File: config.mk
export PLATFORM = sky130hd
export DESIGN_NAME = serial_bit_feeder
export DESIGN_NICKNAME = d
export VERILOG_FILES = /design/src/rtl/ser_pkg.sv /design/src/rtl/ser_bit_counter.sv /design/src/rtl/serial_bit_feeder.sv
export SDC_FILE = /design/constraint.sdc
export NUM_CORES = 1
export LEC_CHECK = 0
export CORE_MARGIN = 1.5
export CORE_UTILIZATION = 40
export DETAILED_ROUTE_END_ITERATION = 8
export PLACE_DENSITY = 0.77
export SLEW_MARGIN = 20
export SYNTH_ARGS = -nofsm -noshare
export SYNTH_HDL_FRONTEND = slang
export SYNTH_SLANG_ARGS = --single-unit
File: constraint.sdc
create_clock -name i_clock -period 2.6 [get_ports i_clock]
set_clock_uncertainty 0.05 [all_clocks]
set_input_delay 0.39 -clock i_clock [delete_from_list [all_inputs] [get_ports i_clock]]
set_output_delay 0.39 -clock i_clock [all_outputs]
set_load 0.02 [all_outputs]
File: src/rtl/ser_pkg.sv
// ser_pkg: shared types and defaults for the serial bit feeder.
// The PARITY state value is always declared; it is only reachable when the
// feeder is built with SER_PARITY_EN defined.
package ser_pkg;

  typedef enum logic [1:0] {
    IDLE   = 2'd0,
    SHIFT  = 2'd1,
    PARITY = 2'd2
  } ser_state_t;

  localparam int SER_DEFAULT_WIDTH = 8;

endpackage

File: src/rtl/ser_bit_counter.sv
// ser_bit_counter: bit-index counter for one serialized word.
// Counts 0..WIDTH-1; clear has priority over enable. o_is_last flags the
// index of the final data bit.
module ser_bit_counter #(
  parameter  int WIDTH = 8,
  localparam int CNT_W = $clog2(WIDTH)
) (
  input  logic             i_clk,
  input  logic             i_rst,
  input  logic             i_clr,
  input  logic             i_en,
  output logic [CNT_W-1:0] o_count,
  output logic             o_is_last
);

  logic [CNT_W-1:0] r_count;

  // Count register: clear restarts a word, enable advances one consumed bit.
  always_ff @(posedge i_clk or posedge i_rst) begin
    if (i_rst) begin
      r_count <= '0;
    end else if (i_clr) begin
      r_count <= '0;
    end else if (i_en) begin
      r_count <= r_count + CNT_W'(1);
    end
  end

  assign o_count   = r_count;
  assign o_is_last = (r_count == CNT_W'(WIDTH - 1));

endmodule

File: src/rtl/serial_bit_feeder.sv
// serial_bit_feeder: accepts parallel words on a valid/ready handshake and
// shifts them out MSB-first, one bit per unstalled clock, with no bubble
// between back-to-back words.
// Optional feature macro: SER_PARITY_EN appends one even-parity bit per word.
//
// Handshake: a word transfers on a rising edge where i_in_valid && o_in_ready.
// o_in_ready is combinational: high in IDLE, and high in the cycle the final
// bit of a word sits on o_dout with i_stall low; low otherwise. The source must
// hold i_in_data stable until the transfer. o_dout_valid marks a live serial
// bit; a bit is consumed on an edge where o_dout_valid && !i_stall.
module serial_bit_feeder
  import ser_pkg::*;
#(
  parameter  int WIDTH = SER_DEFAULT_WIDTH,
  localparam int CNT_W = $clog2(WIDTH)
) (
  input  logic             i_clock,
  input  logic             i_reset,
  input  logic [WIDTH-1:0] i_in_data,
  input  logic             i_in_valid,
  output logic             o_in_ready,
  input  logic             i_stall,
  output logic             o_dout,
  output logic             o_dout_valid,
  output logic             o_word_done,
  output logic             o_busy,
  output ser_state_t       o_state,
  output logic [CNT_W-1:0] o_bit_count
);

  ser_state_t       r_state;
  ser_state_t       w_state_nxt;
  logic [WIDTH-1:0] r_shift;
  logic [WIDTH-1:0] w_shift_nxt;
  logic             r_dout;
  logic             r_dout_valid;
  logic             w_dout_nxt;
  logic             w_cnt_clr;
  logic             w_cnt_en;
  logic             w_is_last;
  logic             w_load;
  logic             w_in_ready;
  logic             w_word_done;
`ifdef SER_PARITY_EN
  logic             r_parity;
  logic             w_parity_nxt;
`endif

  ser_bit_counter #(
    .WIDTH (WIDTH)
  ) u_bit_counter (
    .i_clk     (i_clock),
    .i_rst     (i_reset),
    .i_clr     (w_cnt_clr),
    .i_en      (w_cnt_en),
    .o_count   (o_bit_count),
    .o_is_last (w_is_last)
  );

  // Next-state, shift-register, counter-control and handshake decode.
  always_comb begin
    w_state_nxt = r_state;
    w_shift_nxt = r_shift;
    w_cnt_clr   = 1'b0;
    w_cnt_en    = 1'b0;
    w_in_ready  = 1'b0;
    w_word_done = 1'b0;
`ifdef SER_PARITY_EN
    w_parity_nxt = r_parity;
`endif
    case (r_state)
      IDLE: begin
        // Stall never blocks acceptance while nothing is in flight.
        w_in_ready = 1'b1;
      end
      SHIFT: begin
        if (!i_stall) begin
          if (w_is_last) begin
            w_cnt_clr = 1'b1;
`ifdef SER_PARITY_EN
            // Last data bit consumed; the parity bit follows.
            w_state_nxt = PARITY;
            w_shift_nxt = r_shift << 1;
`else
            w_word_done = 1'b1;
            w_in_ready  = 1'b1;
            w_state_nxt = IDLE;
            w_shift_nxt = '0;
`endif
          end else begin
            w_cnt_en    = 1'b1;
            w_shift_nxt = r_shift << 1;
          end
        end
      end
      PARITY: begin
`ifdef SER_PARITY_EN
        if (!i_stall) begin
          w_word_done = 1'b1;
          w_in_ready  = 1'b1;
          w_state_nxt = IDLE;
        end
`else
        w_state_nxt = IDLE;
        w_shift_nxt = '0;
`endif
      end
      default: begin
        w_state_nxt = IDLE;
        w_shift_nxt = '0;
      end
    endcase

    // A transfer overrides the end-of-word return to IDLE, so the next word
    // starts on the very next cycle.
    w_load = i_in_valid && w_in_ready;
    if (w_load) begin
      w_state_nxt = SHIFT;
      w_shift_nxt = i_in_data;
      w_cnt_clr   = 1'b1;
`ifdef SER_PARITY_EN
      w_parity_nxt = ^i_in_data;
`endif
    end

`ifdef SER_PARITY_EN
    w_dout_nxt = (w_state_nxt == PARITY) ? w_parity_nxt : w_shift_nxt[WIDTH-1];
`else
    w_dout_nxt = w_shift_nxt[WIDTH-1];
`endif
  end

  // State register.
  always_ff @(posedge i_clock or posedge i_reset) begin
    if (i_reset) begin
      r_state <= IDLE;
    end else begin
      r_state <= w_state_nxt;
    end
  end

  // Datapath registers: shift word, registered serial bit and its valid.
  always_ff @(posedge i_clock or posedge i_reset) begin
    if (i_reset) begin
      r_shift      <= '0;
      r_dout       <= 1'b0;
      r_dout_valid <= 1'b0;
    end else begin
      r_shift      <= w_shift_nxt;
      r_dout       <= w_dout_nxt;
      r_dout_valid <= (w_state_nxt != IDLE);
    end
  end

`ifdef SER_PARITY_EN
  // Parity register: captured with the word so the PARITY cycle needs no
  // copy of the data.
  always_ff @(posedge i_clock or posedge i_reset) begin
    if (i_reset) begin
      r_parity <= 1'b0;
    end else begin
      r_parity <= w_parity_nxt;
    end
  end
`endif

  assign o_in_ready   = w_in_ready;
  assign o_word_done  = w_word_done;
  assign o_dout       = r_dout;
  assign o_dout_valid = r_dout_valid;
  assign o_busy       = (r_state != IDLE);
  assign o_state      = r_state;

endmodule

==> results.py, run 1 <==
metrics = {
    "global_route": {
        "grt.overflow.total": 0,
        "grt_max_degree": 15,
        "globalRouteTotalUtil_pct": 18.38,
        "grt_first_pass_wirelength_um": 2939,
        "grt_pass1_vias": 663,
        "antenna_found_initial": 0,
    },
    "placement": {
        "post-place-ws_ns": 0.2150,
        "port_buffer_count": 21,
        "detailedPlacementHpwl_um": 1345,
        "gpl_congestion": 0.8035,
        "place.detailed.instances": 125,
    },
    "cells_and_area": {
        "antenna_cells_inserted": 0,
        "fraction_of_layout_cells_with_a_size_suffix_above_1_pct": 21.78,
        "fin_nets": 117,
        "seq_area_um2": 350.3,
        "syn_to_final_growth_pct": 32.41,
        "final_cell_count_no_fill": 128,
        "multi_input_area_um2": 399.1,
        "fillCellCount": 167,
    },
    "min_path": {
        "worst_min_path_class": "in -> async",
    },
    "synth": {
        "synth.top_cell.area_share_pct": 43.01,
        "synth.ff_latch_count": 14,
        "netlist_area_um2": 814.5,
        "post_synth.cell_area_avg_um2": 10.44,
        "yosys_warnings": 0,
        "synthMostInstantiatedCell": "sky130_fd_sc_hd__dfrtp_1",
        "yosys-top-cells-count": "sky130_fd_sc_hd__dfrtp_1 (14), sky130_fd_sc_hd__nand2_1 (8), sky130_fd_sc_hd__a31oi_2 (7), sky130_fd_sc_hd__nor4_1 (7), sky130_fd_sc_hd__o211ai_1 (6)",
        "synthDominantAreaCellType": "sky130_fd_sc_hd__dfrtp_1",
        "proportion_of_synthesized_flip_flops_having_asynchronous_set_or_reset_pct": 100.0,
        "synthDistinctLibCells": 25,
        "ys_dominant_reg_cell": "sky130_fd_sc_hd__dfrtp_1",
        "synthTopCellsByArea": "sky130_fd_sc_hd__dfrtp_1 (43%), sky130_fd_sc_hd__a31oi_2 (11%), sky130_fd_sc_hd__o211ai_1 (5.5%)",
        "synth_enable_flop_cells": 0,
        "post_syn_instances": 78,
        "proportion_of_synthesized_chip_area_in_sequential_cells_pct": 43.01,
        "synthesis.nets": 92,
    },
    "power": {
        "power_density_mw_per_mm2": 475.4,
        "power.share.clock_pct": 24.2,
        "power_mw": 0.5127,
        "netSwitchingFraction_pct": 29.54,
        "p_int_mw": 0.3613,
        "power.share.sequential_pct": 49.5,
        "portion_of_total_power_attributed_to_combinational_logic_pct": 26.3,
        "max-vdd-ir-drop_uv": 271.1,
        "leakage_power_nw": 0.4299,
        "total_switching_power_mw": 0.1514,
    },
    "clock_tree": {
        "postCtsHoldBufs": 0,
        "cts_tree": "built",
        "cts_max_path_buffers": 2,
        "tritoncts_num_sinks": 14,
        "cts-root-buf": "sky130_fd_sc_hd__clkbuf_4",
        "clk-insertion-delay-late_ns": 0.28,
        "cts_max_level": 1,
        "number_of_buffers_created_by_cts": 3,
        "clk_pin_slew_worst_paths_ns": 0.08,
    },
    "floorplan": {
        "fp.coreArea_mm2": 0.001942,
        "die_h_um": 48.13,
        "area_enclosed_by_the_die_boundary_mm2": 0.002316,
        "initial_core_util_pct": 41.95,
        "placement_rows": 16,
        "num_io_pins": 22,
        "dieWidth_um": 48.13,
    },
    "sta": {
        "finalCritPeriodShare_pct": 92.10,
        "slew-limit-headroom_pct": 62.59,
        "total_of_endpoints_with_negative_setup_slack_in_the_final_report": 0,
        "timing.final.crit_period_ns": 2.395,
        "fin_setup_tns_ns": 0,
        "hold_viol": 0,
        "final_ws_setup_ns": 0.2055,
        "rsz_0062_raised_after_global_routing": "false",
        "whs_ns": 0.4120,
        "timing.final.max_slew_violations": 0,
        "max_slew.worst_pin.slew_ns": 0.5605,
        "fmaxAchievable_mhz": 417.6,
    },
    "setup_path": {
        "path_max_fanout": 3,
        "cp_slowest_cell": "sky130_fd_sc_hd__clkdlybuf4s50_1",
        "cp_top_family": "buffers and inverters",
        "critPathMaxStageDelay_ns": 0.61,
        "r2r_slack_ns": 0.80,
        "cp_num_buf_inv": 2,
        "cpMostUsedCell": "sky130_fd_sc_hd__clkdlybuf4s50_1",
        "setup.worst_path.start_class": "input pin",
        "critical_path_arrival_ns": 1.95,
        "timing_worst_setup_path_type": "in -> out",
        "worst_path_required_time_ns": 2.16,
        "r2r_end": "u_bit_counter.o_count[2]",
        "r2r_cells": 6,
        "setup.worst_path.end": "o_word_done",
        "worst-path-stages": 4,
        "endpoint_kind": "output pin",
        "crit_path_start": "i_stall",
        "path_cells": "clkdlybuf4s50_1 -> or3b_1 -> nor2_1 -> clkdlybuf4s50_1",
        "reg2reg_from": "u_bit_counter.o_count[0]",
    },
    "detailed_routing": {
        "via_total_after_detailed_routing": 672,
        "remaining_drc_errors": 0,
        "avgRoutedWirePerCell_um": 14.48,
        "antenna_violating_nets_post_route": 0,
        "drt_iter0_markers": 8,
        "totalWireLength_um": 1853,
        "vias_per_cell": 5.250,
        "drtPass1Iterations": 4,
    },
    "flow_run": {
        "maxCapViolations": 0,
    },
    "outcome": {
        "status": "finished clean",
    },
}
[routing by layer]
layer	GRT usage (%)	share of wire [%]
met4	8.649	0.43
met3	2.963	3.8
met5	0	0
met2	29.60	50
met1	24.19	46
[worst min path at each step]
| stage | endpoint | slack, ns | cells past startpoint |
|---|---|---|---|
| floorplan | o_dout_valid | 0.23 | 1 |
| global placement | r_shift[0] | 0.44 | 2 |
| detailed placement | r_shift[0] | 0.47 | 2 |
| CTS | r_shift[4] | 0.43 | 2 |
| global route | r_shift[7] | 0.48 | 2 |
| finish | r_shift[6] | 0.41 | 2 |
[metrics by stage]
step	util (%)	instance area [µm²]
floorplan	-	814.5
global placement	53.99	1049
detailed placement	53.99	1049
CTS	55.15	1071
global route	55.54	1079
finish	55.54	1079
[final cells by class]
class / instances / area share, %
inverter: 6 / 2.088
tap: 27 / 3.132
multi-input combinational: 52 / 37.01
sequential: 14 / 32.48
clock buffer: 3 / 2.088
timing repair buffer: 26 / 23.20
[placed cells by master, fill, tap and decap left out, types with 5 or more instances in the layout]
| cell type | netlist | final |
|---|---|---|
| sky130_fd_sc_hd__buf_4 | 2 | 5 |
| sky130_fd_sc_hd__nor4_1 | 7 | 7 |
| sky130_fd_sc_hd__nand2_1 | 8 | 8 |
| sky130_fd_sc_hd__a31oi_2 | 7 | 7 |
| sky130_fd_sc_hd__dfrtp_1 | 14 | 14 |
| sky130_fd_sc_hd__o211ai_1 | 6 | 6 |
| sky130_fd_sc_hd__clkdlybuf4s50_1 | 0 | 20 |
| sky130_fd_sc_hd__inv_1 | 5 | 5 |
[what timing repair did]
action / 4_1_cts / 5_1_grt
buffers inserted: 0 / 0
setup endpoints to repair: 0 / 1
gates resized for setup: 0 / 3
[cells by family (layout without fill, tap and decap cells)]
group / count (synthesis) / in the layout / share of synthesized area [%]
buffers and inverters: 12 / 35 / 8.601
adder cells (fa/ha/maj): 2 / 2 / 3.072
flip-flops: 14 / 14 / 43.01
AND/OR/NAND/NOR: 28 / 28 / 20.28
other: 1 / 1 / 0.4604
AO/OA/AOI/OAI: 21 / 21 / 24.58
[power groups by stage]
stage	Sequential [mW]	Clock (mW)	Combinational [mW]
after floorplan	0.268	0	0.0690
after global placement	0.257	0	0.131
after detailed placement	0.258	0	0.135
after CTS	0.254	0.128	0.135
after global routing	0.256	0.134	0.146
final	0.254	0.124	0.135
[flip-flops by register name, summed over array words and instances (netlist names)]
signal and flops:
o_dout_valid 1, o_state 2, u_bit_counter.o_count 3, r_shift 8
(Power assumes the default switching activity.)
==> run 2, diff against run 1 <==
Settings changed: TNS_END_PERCENT set to 5.
==> results of run 2 <==
Final layout, timing and power as in run 1 (identical DEF).
